## src/rtl/dice_pkg.sv

```systemverilog
`default_nettype none
// dice_pkg: shared state encoding, LFSR constants and the face-advance rule for dice_multi.

package dice_pkg;

  typedef enum logic [1:0] {
    IDLE   = 2'd0,
    ROLL   = 2'd1,
    SETTLE = 2'd2,
    SHOW   = 2'd3
  } state_t;

  localparam logic [15:0] LFSR_SEED = 16'hACE1;
  // Taps 16,14,13,11 expressed as bit positions 15,13,12,10.
  localparam logic [15:0] LFSR_TAPS = 16'hB400;

  // Five bits hold the worst case of 15 + 2 before the wrap is removed.
  function automatic logic [4:0] face_advance(input logic [4:0] cur,
                                              input logic [4:0] step,
                                              input logic [4:0] n_faces);
    logic [4:0] nxt;
    nxt = cur + step;
    if (nxt > n_faces) nxt = nxt - n_faces;
    return nxt;
  endfunction

endpackage

`default_nettype wire

```

## src/rtl/btn_debounce.sv

```systemverilog
`default_nettype none
// btn_debounce: two-flop synchroniser followed by a stable-sample counter;
// btn_db follows the synchronised button after DEBOUNCE consecutive differing samples.

module btn_debounce #(
  parameter int DEBOUNCE = 4
) (
  input  logic clk,
  input  logic rst,
  input  logic button,
  output logic btn_db
);

  localparam int CNT_W = (DEBOUNCE > 1) ? $clog2(DEBOUNCE) : 1;

  logic             sync1;
  logic             sync2;
  logic [CNT_W-1:0] cnt;

  always_ff @(posedge clk or negedge rst) begin
    if (!rst) begin
      sync1  <= 1'b0;
      sync2  <= 1'b0;
      cnt    <= '0;
      btn_db <= 1'b0;
    end else begin
      sync1 <= button;
      sync2 <= sync1;
      if (sync2 != btn_db) begin
        if (cnt == CNT_W'(DEBOUNCE - 1)) begin
          btn_db <= sync2;
          cnt    <= '0;
        end else begin
          cnt <= cnt + 1'b1;
        end
      end else begin
        cnt <= '0;
      end
    end
  end

endmodule

`default_nettype wire

```

## src/rtl/dice_multi.sv

```systemverilog
`default_nettype none
// dice_multi: N_DICE electronic dice with debounced button, odometer or LFSR roll,
// decelerating settle phase, registered total with valid flag and a saturating throw counter.

module dice_multi
  import dice_pkg::*;
#(
  parameter int N_DICE       = 2,
  parameter int N_FACES      = 6,
  parameter int DEBOUNCE     = 4,
  parameter int SETTLE_STEPS = 4,
  parameter int FACE_W       = $clog2(N_FACES + 1),
  parameter int SUM_W        = $clog2(N_DICE * N_FACES + 1)
) (
  input  logic                     clk,
  input  logic                     rst,
  input  logic                     button,
  input  logic                     mode,
  output logic [N_DICE*FACE_W-1:0] throw,
  output logic [SUM_W-1:0]         total,
  output logic                     valid,
  output logic [7:0]               rolls
);

  localparam int STEP_W = $clog2(SETTLE_STEPS + 1);

  logic              btn_db;
  state_t            state, state_n;
  logic [15:0]       lfsr;
  logic              mode_q, mode_n;
  logic [STEP_W-1:0] k, k_n, gap, gap_n;
  logic              adv;
  logic [FACE_W-1:0] dice   [N_DICE];
  logic [FACE_W-1:0] dice_n [N_DICE];
  logic [N_DICE-1:0] carry;
  logic [SUM_W-1:0]  sum_n, total_n;
  logic [7:0]        rolls_n;

  btn_debounce #(.DEBOUNCE(DEBOUNCE)) u_debounce (
    .clk    (clk),
    .rst    (rst),
    .button (button),
    .btn_db (btn_db)
  );

  assign carry[0] = 1'b1;

  for (genvar i = 0; i < N_DICE; i++) begin : g_die
    logic [4:0] step;
    // Odometer: a die moves only when every lower die rolls over N_FACES -> 1.
    if (i > 0) begin : g_carry
      assign carry[i] = carry[i-1] & (dice[i-1] == FACE_W'(N_FACES));
    end
    assign step      = mode_q ? ({4'd0, lfsr[i]} + 5'd1) : {4'd0, carry[i]};
    assign dice_n[i] = adv ? FACE_W'(face_advance(5'(dice[i]), step, 5'(N_FACES)))
                           : dice[i];
    assign throw[i*FACE_W +: FACE_W] = dice[i];
  end

  always_comb begin
    sum_n = '0;
    for (int i = 0; i < N_DICE; i++) sum_n = sum_n + SUM_W'(dice_n[i]);
  end

  assign valid = (state == SHOW);

  always_comb begin
    state_n = state;
    mode_n  = mode_q;
    k_n     = k;
    gap_n   = gap;
    adv     = 1'b0;
    total_n = total;
    rolls_n = rolls;
    unique case (state)
      IDLE: begin
        if (btn_db) begin
          state_n = ROLL;
          mode_n  = mode;
        end
      end
      ROLL: begin
        if (btn_db) begin
          adv = 1'b1;
        end else begin
          state_n = SETTLE;
          k_n     = '0;
          gap_n   = '0;
        end
      end
      SETTLE: begin
        // A fresh press outranks a pending advance or SHOW entry.
        if (btn_db) begin
          state_n = ROLL;
          mode_n  = mode;
        end else if (gap == k) begin
          adv   = 1'b1;
          gap_n = '0;
          k_n   = k + 1'b1;
          if (k == STEP_W'(SETTLE_STEPS - 1)) begin
            state_n = SHOW;
            total_n = sum_n;
            rolls_n = (rolls == 8'hFF) ? rolls : rolls + 8'd1;
          end
        end else begin
          gap_n = gap + 1'b1;
        end
      end
      SHOW: begin
        if (btn_db) begin
          state_n = ROLL;
          mode_n  = mode;
        end
      end
      default: state_n = IDLE;
    endcase
  end

  always_ff @(posedge clk or negedge rst) begin
    if (!rst) begin
      state  <= IDLE;
      lfsr   <= LFSR_SEED;
      mode_q <= 1'b0;
      k      <= '0;
      gap    <= '0;
      total  <= '0;
      rolls  <= '0;
      for (int i = 0; i < N_DICE; i++) dice[i] <= '0;
    end else begin
      state  <= state_n;
      lfsr   <= {lfsr[14:0], ^(lfsr & LFSR_TAPS)};
      mode_q <= mode_n;
      k      <= k_n;
      gap    <= gap_n;
      total  <= total_n;
      rolls  <= rolls_n;
      for (int i = 0; i < N_DICE; i++) dice[i] <= dice_n[i];
    end
  end

endmodule

`default_nettype wire

```

## config.mk

```make
export PLATFORM = sky130hd
export DESIGN_NAME = dice_multi
export DESIGN_NICKNAME = d
export VERILOG_FILES = /design/src/rtl/dice_pkg.sv /design/src/rtl/btn_debounce.sv /design/src/rtl/dice_multi.sv
export SDC_FILE = /design/constraint.sdc
export NUM_CORES = 1
export LEC_CHECK = 0
export BUFFER_PORTS_ARGS = -buffer_cell sky130_fd_sc_hd__buf_2
export CORE_MARGIN = 2
export CORE_UTILIZATION = 55
export DETAILED_ROUTE_END_ITERATION = 8
export PLACE_DENSITY = 0.82
export SLEW_MARGIN = 30
export SYNTH_ARGS = -nofsm -noshare
export SYNTH_HDL_FRONTEND = slang
export SYNTH_HIERARCHICAL = 1
export SYNTH_SLANG_ARGS = --single-unit
```

## constraint.sdc

```tcl
create_clock -name clk -period 3.3 [get_ports clk]
set_input_delay 0.33 -clock clk [delete_from_list [all_inputs] [get_ports clk]]
set_output_delay 0.33 -clock clk [all_outputs]
set_load 0.005 [all_outputs]
```

==> summary.md, run 1 <==
| Metric | Value |
|---|---|
| CTS tree | `done` |
| Leading area contributor after synthesis | `dfrtp_1` |
| FP Rows | `23` |
| Vias in the first global route | `1425` |
| DR vias | `1466` |
| Top_reg_cell synth | `dfrtp_1` |
| Longest Clk Path Bufs | `2` |
| Nets | `237` |
| Post-Syn Area per Cell | `12.4 um^2` |
| Int Pwr | `1190 uW` |
| Htree depth | `2` |
| Share of post-route cells with drive strength above 1 | `0.236` |
| Post-synth EDFFs | `0` |
| Power Dens Cells | `702 nW/um^2` |
| RSZ-0062 raised after global routing | `false` |
| Die Wd | `69.0 um` |
| Combinational power share | `0.351` |
| VDD IR max | `0.338 mV` |
| First-pass GRT wire length | `6.40 mm` |
| Hold_buf cts | `0` |
| Worst hold path class | `input pin to asynchronous set/reset pin` |
| Cell with the most instances after synthesis | `dfrtp_1` |
| DRT iter0 DRCs | `66` |
| Flop pwr share | `0.430` |
| GRT Total Usage | `0.187` |
| Period utilisation layout | `0.891` |
| Switching Fraction | `0.348` |
| Final hold viol count | `0` |
| Yosys reg bits | `48` |
| Crit path kind | `flip-flop to flip-flop` |
| Slew margin rel. | `0.520` |
| Leakage | `0.00134 uW` |
| DRC | `0` |
| Ys async rst share | `1.00` |
| Library cells used by synthesis | `44` |
| Setup TNS | `0 ps` |
| Worst-Skew Late Latency | `290 ps` |
| Die Area | `4760 um^2` |
| Setup Fix Bufs, Post-CTS | `0` |
| Area Growth Syn to Fin | `11.5%` |
| Commonest cells in the synthesized netlist | `40 x dfrtp_1, 15 x ha_1, 14 x inv_1` |
| Post-cts resize count | `0` |
| Clk root buf | `clkbuf_8` |
| Num ports | `23` |
| Core area | `4030 um^2` |
| 1st-pass router iterations | `4` |
| Ranking of synthesized cells by area | `dfrtp_1 43%, dfstp_2 9.1%, ha_1 8.1%` |
| Final min period | `2940 ps` |
| Post-synthesis cell count | `188` |
| Worst Skew | `4.09 ps` |
| Reg clk slew, reported paths | `80 ps` |
| DR vias/cell | `5.51` |
| Final WL | `3.81 mm` |
| IO buf count | `22` |
| Mapped Area | `2320 um^2` |
| Antenna cells | `0` |
| Critical Path RT | `3480 ps` |
| Slew @ Worst Pin | `712 ps` |
| Die Y-Extent | `69.0 um` |
| Pins Over Slew Limit | `0` |
| # fillers | `306` |
| # setup viols final | `0` |
| Detailed-route wire length per cell | `14.3 um` |
| Ys Warns | `6` |
| Largest net degree at the start of global routing | `49` |
| Final antenna-violating net count | `0` |
| Status | `completed` |
| Post-Syn Nets | `210` |
| DP HPWL | `2.78 mm` |
| Grt ovf | `0` |
| Max-Cap Viols | `0` |
| CP endpoint kind | `flip-flop` |
| Clock power frac | `0.220` |
| Initial Util | `0.576` |
| TritonCTS Sinks | `48` |
| RePlAce Congestion | `0.806` |
| Worst path arrival time | `3120 ps` |
| Fmax | `340 MHz` |
| CP Max Fanout | `7` |
| Critical Path Source Type | `flip-flop` |
| Antenna violations before repair | `0` |
| Hold_ws | `31.4 ps` |
| TritonCTS Buffers | `5` |
| Post-synthesis sequential area ratio | `0.522` |
| Top cell type's share of synthesized area | `0.431` |
| Sw Pwr | `632 uW` |
flip-flops by register name, summed over array words and instances, names as in the netlist:
register / flops
lfsr: 16
gap: 3
k: 3
u_debounce/cnt: 2
state: 2
total: 4
u_debounce/sync2: 1
u_debounce/sync1: 1
mode_q: 1
rolls: 8
u_debounce/btn_db: 1
throw: 6
worst max-delay path, stage by stage, from the launching register on:
cell      delay, ps
dfrtp_1         440
nand3b_1        110
mux2i_1          70
ha_1            210
fa_1            590
a21boi_0        200
o22ai_1         100
a311oi_1        260
a21o_1          180
fa_1            400
mux2_2          270
path summary, 6_finish.rpt:
| check | from | to | slack [ps] | cells past startpoint |
|---|---|---|---|---|
| max | throw[2]$_DFF_PN0_ | total[1]$_DFFE_PN0P_ | 360 | 10 |
| min | rst | k[2]$_DFFE_PN0P_ | 30 | 1 |
| min in group clk | button | u_debounce/sync1$_DFF_PN0_ | 140 | 1 |
| max in group asynchronous | rst | rolls[4]$_DFFE_PN0P_ | 2880 | 1 |
| min reg2reg | u_debounce/sync1$_DFF_PN0_ | u_debounce/sync2$_DFF_PN0_ | 360 | 0 |
| max reg2reg | throw[2]$_DFF_PN0_ | total[1]$_DFFE_PN0P_ | 360 | 10 |
placed cells by master (no fill, tap or decap), types with 2 or more instances in the layout:
master and count:
and3b_1 2, nand2_1 8, nor2_1 8, fa_1 3, a311oi_1 2, clkbuf_8 5
xor2_1 6, nor4_1 2, mux2_2 6, o22ai_1 3, a21boi_0 2, nor3b_1 2
xnor2_2 3, a32o_1 2, o211ai_1 2, ha_1 15, buf_2 21, nand4_2 2
a21oi_1 6, a21o_1 6, and4_1 3, a2111o_1 2, dfrtp_1 40, nand4_1 4
xnor2_1 5, inv_1 14, o21ai_0 8, mux2i_1 2, nand3_1 4, dfstp_2 8
a211oi_1 2, a22o_1 2
power by group through the flow:
stage,clock network [uW],logic [uW],registers [uW]
after floorplan,0,472,776
after CTS,415,644,784
after global routing,437,736,799
after global placement,0,613,791
final,399,637,781
after detailed placement,0,636,795
kinds of logic after synthesis:
group / share of synthesized area
buffers and inverters: 0.0296
flip-flops: 0.522
XOR/XNOR: 0.0625
multiplexers: 0.0442
adder cells (fa/ha/maj): 0.107
AO/OA/AOI/OAI: 0.128
AND/OR/NAND/NOR: 0.107
routing by layer:
layer,up-vias,wire [um],track usage
met2,19,1820,0.293
met5,-,0,0
met4,0,59,0.0711
met3,6,119,0.0438
li1,734,-,-
met1,707,1810,0.252
through the flow:
stage / std cells / cell area, um^2 / total power (uW) / worst slack, ps / utilization
global route: 266 / 2590 / 1970 / 157 / 0.643
CTS: 266 / 2590 / 1840 / 347 / 0.643
detailed placement: 258 / 2480 / 1430 / 347 / 0.616
global placement: 258 / 2480 / 1400 / 439 / 0.615
finish: 266 / 2590 / 1820 / 358 / 0.643
floorplan: 188 / 2320 / 1250 / 528 / -
layout make-up:
| type | count | area [um^2] | share of cell area |
|---|---|---|---|
| clock buffers | 6 | 72.6 | 0.0280 |
| clock inverters | 2 | 35.0 | 0.0135 |
| inverters | 14 | 52.6 | 0.0203 |
| multi-input cells | 124 | 1040 | 0.403 |
| flip-flops and latches | 48 | 1210 | 0.468 |
| well taps | 50 | 62.6 | 0.0242 |
| repair buffers | 22 | 113 | 0.0435 |
Note: power is estimated with default switching activity, not from simulation.
==> run 2, diff against run 1 <==
--- a/config.mk
+++ b/config.mk
@@ -9,6 +9,7 @@
 export CORE_MARGIN = 2
 export CORE_UTILIZATION = 55
 export DETAILED_ROUTE_END_ITERATION = 8
+export MAX_ROUTING_LAYER = met4
 export PLACE_DENSITY = 0.82
 export SLEW_MARGIN = 30
 export SYNTH_ARGS = -nofsm -noshare
==> constraint.sdc (replaced) <==
create_clock -name clk -period 3.3 [get_ports clk]
set_input_delay 0.165 -clock clk [delete_from_list [all_inputs] [get_ports clk]]
set_output_delay 0.165 -clock clk [all_outputs]
set_load 0.005 [all_outputs]
==> run 2 against run 1 <==
Sequential share of layout area decreased by 0.36 points. Non-clock buffer count increased by 2. Wire length increased by 0.45%. Core utilization increased by 0.50 points. Flip-flop and latch count unchanged. Count of clock-buffer cells in the layout unchanged.
==> summary.md, run 2 (synthesis results as in run 1) <==
| Metric | Value |
|---|---|
| Status | `completed` |
| Leakage | `0.00134 uW (+0.62%)` |
| Nets | `239 (+0.84%)` |
| Antenna cells | `0 (unchanged)` |
| Num ports | `23 (unchanged)` |
| FP Rows | `23 (unchanged)` |
| Critical Path RT | `3480 ps (about the same)` |
| Number of flip-flops in the largest register | `16 (unchanged)` |
| Clk root buf | `clkbuf_8` |
| Worst Skew | `4.16 ps (+0.0739 ps)` |
| Slew margin rel. | `0.520 (unchanged)` |
| Critical Path Sink | `total[1]$_DFFE_PN0P_` |
| Most frequent cells in the layout | `40 x dfrtp_1, 21 x buf_2, 15 x ha_1, 14 x inv_1` |
| Final hold viol count | `0 (unchanged)` |
| RSZ-0062 raised after global routing | `false` |
| Pins Over Slew Limit | `0 (unchanged)` |
| RePlAce Congestion | `0.818 (+1.5%)` |
| Setup TNS | `0 ps (unchanged)` |
| Worst path arrival time | `3120 ps (about the same)` |
| Area Growth Syn to Fin | `12.3%` |
| FF-to-FF Start | `throw[2]$_DFF_PN0_` |
| Slew @ Worst Pin | `712 ps (+0.000417 ps)` |
| Largest net degree at the start of global routing | `49 (unchanged)` |
| Worst slack, placed | `347 ps (unchanged)` |
| Antenna violations before repair | `0 (unchanged)` |
| Power Dens Cells | `698 nW/um^2 (-0.66%)` |
| Commonest non-fill, non-tap cell in the layout | `dfrtp_1` |
| Worst R2R Setup Slack | `360 ps (about the same)` |
| Final min period | `2940 ps (+0.00500 ps)` |
| DRC | `0 (unchanged)` |
| Setup Fix Bufs, Post-CTS | `0 (unchanged)` |
| Multi-input gate area | `1040 um^2 (unchanged)` |
| First-pass GRT wire length | `6.46 mm (+0.97%)` |
| Worst-case reg-to-reg path depth | `10 (unchanged)` |
| DR vias/cell | `5.50 (-0.20%)` |
| Longest Clk Path Bufs | `2 (unchanged)` |
| Die Wd | `69.0 um (unchanged)` |
| Fmax | `340 MHz (unchanged)` |
| 1st-pass router iterations | `4 (unchanged)` |
| Setup ws final | `358 ps (-0.00500 ps)` |
| Vias in the first global route | `1444 (+1.3%)` |
| VDD IR max | `0.342 mV (+1.2%)` |
| Core area | `4030 um^2 (unchanged)` |
| IO buf count | `22 (unchanged)` |
| DP HPWL | `2.78 mm (unchanged)` |
| Detailed-route wire length per cell | `14.3 um (-0.30%)` |
| Biggest register | `lfsr` |
| TritonCTS Sinks | `48 (unchanged)` |
| Initial Util | `0.576 (unchanged)` |
| Worst-Skew Late Latency | `290 ps (about the same)` |
| CP endpoint kind | `flip-flop` |
| Reg-to-reg endpoint | `total[1]$_DFFE_PN0P_` |
| Final antenna-violating net count | `0 (unchanged)` |
| DRT iter0 DRCs | `100 (+52%)` |
| GRT Total Usage | `0.193 (+0.00679)` |
| Crit path kind | `flip-flop to flip-flop` |
| Die Area | `4760 um^2 (unchanged)` |
| Critical Path Source Type | `flip-flop` |
| DR vias | `1474 (+0.55%)` |
| CP startpoint | `throw[2]$_DFF_PN0_` |
| Max-Cap Viols | `0 (unchanged)` |
| Register area | `1210 um^2 (unchanged)` |
| Worst hold path class | `input pin to flip-flop` |
| Grt ovf | `0 (unchanged)` |
| Share of post-route cells with drive strength above 1 | `0.234 (-0.00217)` |
| Die Y-Extent | `69.0 um (unchanged)` |
| CP Max Fanout | `7 (unchanged)` |
| Reg clk slew, reported paths | `80 ps (about the same)` |
| Period utilisation layout | `0.891 (about the same)` |
| TritonCTS Buffers | `5 (unchanged)` |
| CTS tree | `done` |
| # setup viols final | `0 (unchanged)` |
| Htree depth | `2 (unchanged)` |
| # fillers | `304 (-0.65%)` |
| Final WL | `3.82 mm (+0.45%)` |
## run 2: how the worst min path moves through the flow
stage               slack [ps]    from                    endpoint  cells after the start
floorplan                 -130     rst          gap[0]$_DFFE_PN0P_                      0
global placement           280  button  u_debounce/sync1$_DFF_PN0_                      1
detailed placement         210     rst            k[2]$_DFFE_PN0P_                      1
CTS                        100    mode          mode_q$_DFFE_PN0P_                      2
global route               110    mode          mode_q$_DFFE_PN0P_                      2
finish                     120    mode          mode_q$_DFFE_PN0P_                      2
## run 2: area by class of cell
type,instances,area share
Clock buffer,6,0.0278
Clock inverter,2,0.0134
Inverter,14,0.0201
Multi-Input combinational cell,124,0.400
Sequential cell,48,0.464
Tap cell,50,0.0240
Timing Repair Buffer,24,0.0508
## run 2: power by group
group / internal [uW] / leakage [uW] / switching (uW)
sequential: 677 / 0.000618 / 104
clock: 225 / 0.0000552 / 175
combinational: 285 / 0.000672 / 354
total: 1190 / 0.00134 / 633
## run 2: repair_timing
action / CTS / global route
resized for setup: 0 / 0
hold endpoints to repair: 41 / 0
hold buffers: 2 / 0
## run 2: worst max-delay path: stages, from the launching register on
cell and delay, ps:
dfrtp_1 440, nand3b_1 110, mux2i_1 70, ha_1 210
fa_1 590, a21boi_0 200, o22ai_1 100, a311oi_1 260
a21o_1 180, fa_1 400, mux2_2 270
## run 2: metrics by stage
| stage | instances | total power [uW] | util | hold slack, ps | area [um^2] |
|---|---|---|---|---|---|
| 3_3_place_gp | 258 | 1400 | 0.615 | 279 | 2480 |
| 5_1_grt | 268 | 1970 | 0.648 | 112 | 2610 |
| 2_1_floorplan | 188 | 1250 | - | -131 | 2320 |
| 6_report | 268 | 1820 | 0.648 | 118 | 2610 |
| 3_5_place_dp | 258 | 1430 | 0.616 | 206 | 2480 |
| 4_1_cts | 268 | 1850 | 0.648 | 104 | 2610 |
## run 2: layer usage
metal	global-route usage	vias up	wire, um
li1	-	738	-
met1	0.252	711	1810
met2	0.298	19	1830
met3	0.0438	6	116
met4	0.0711	0	61
met5	-	-	0
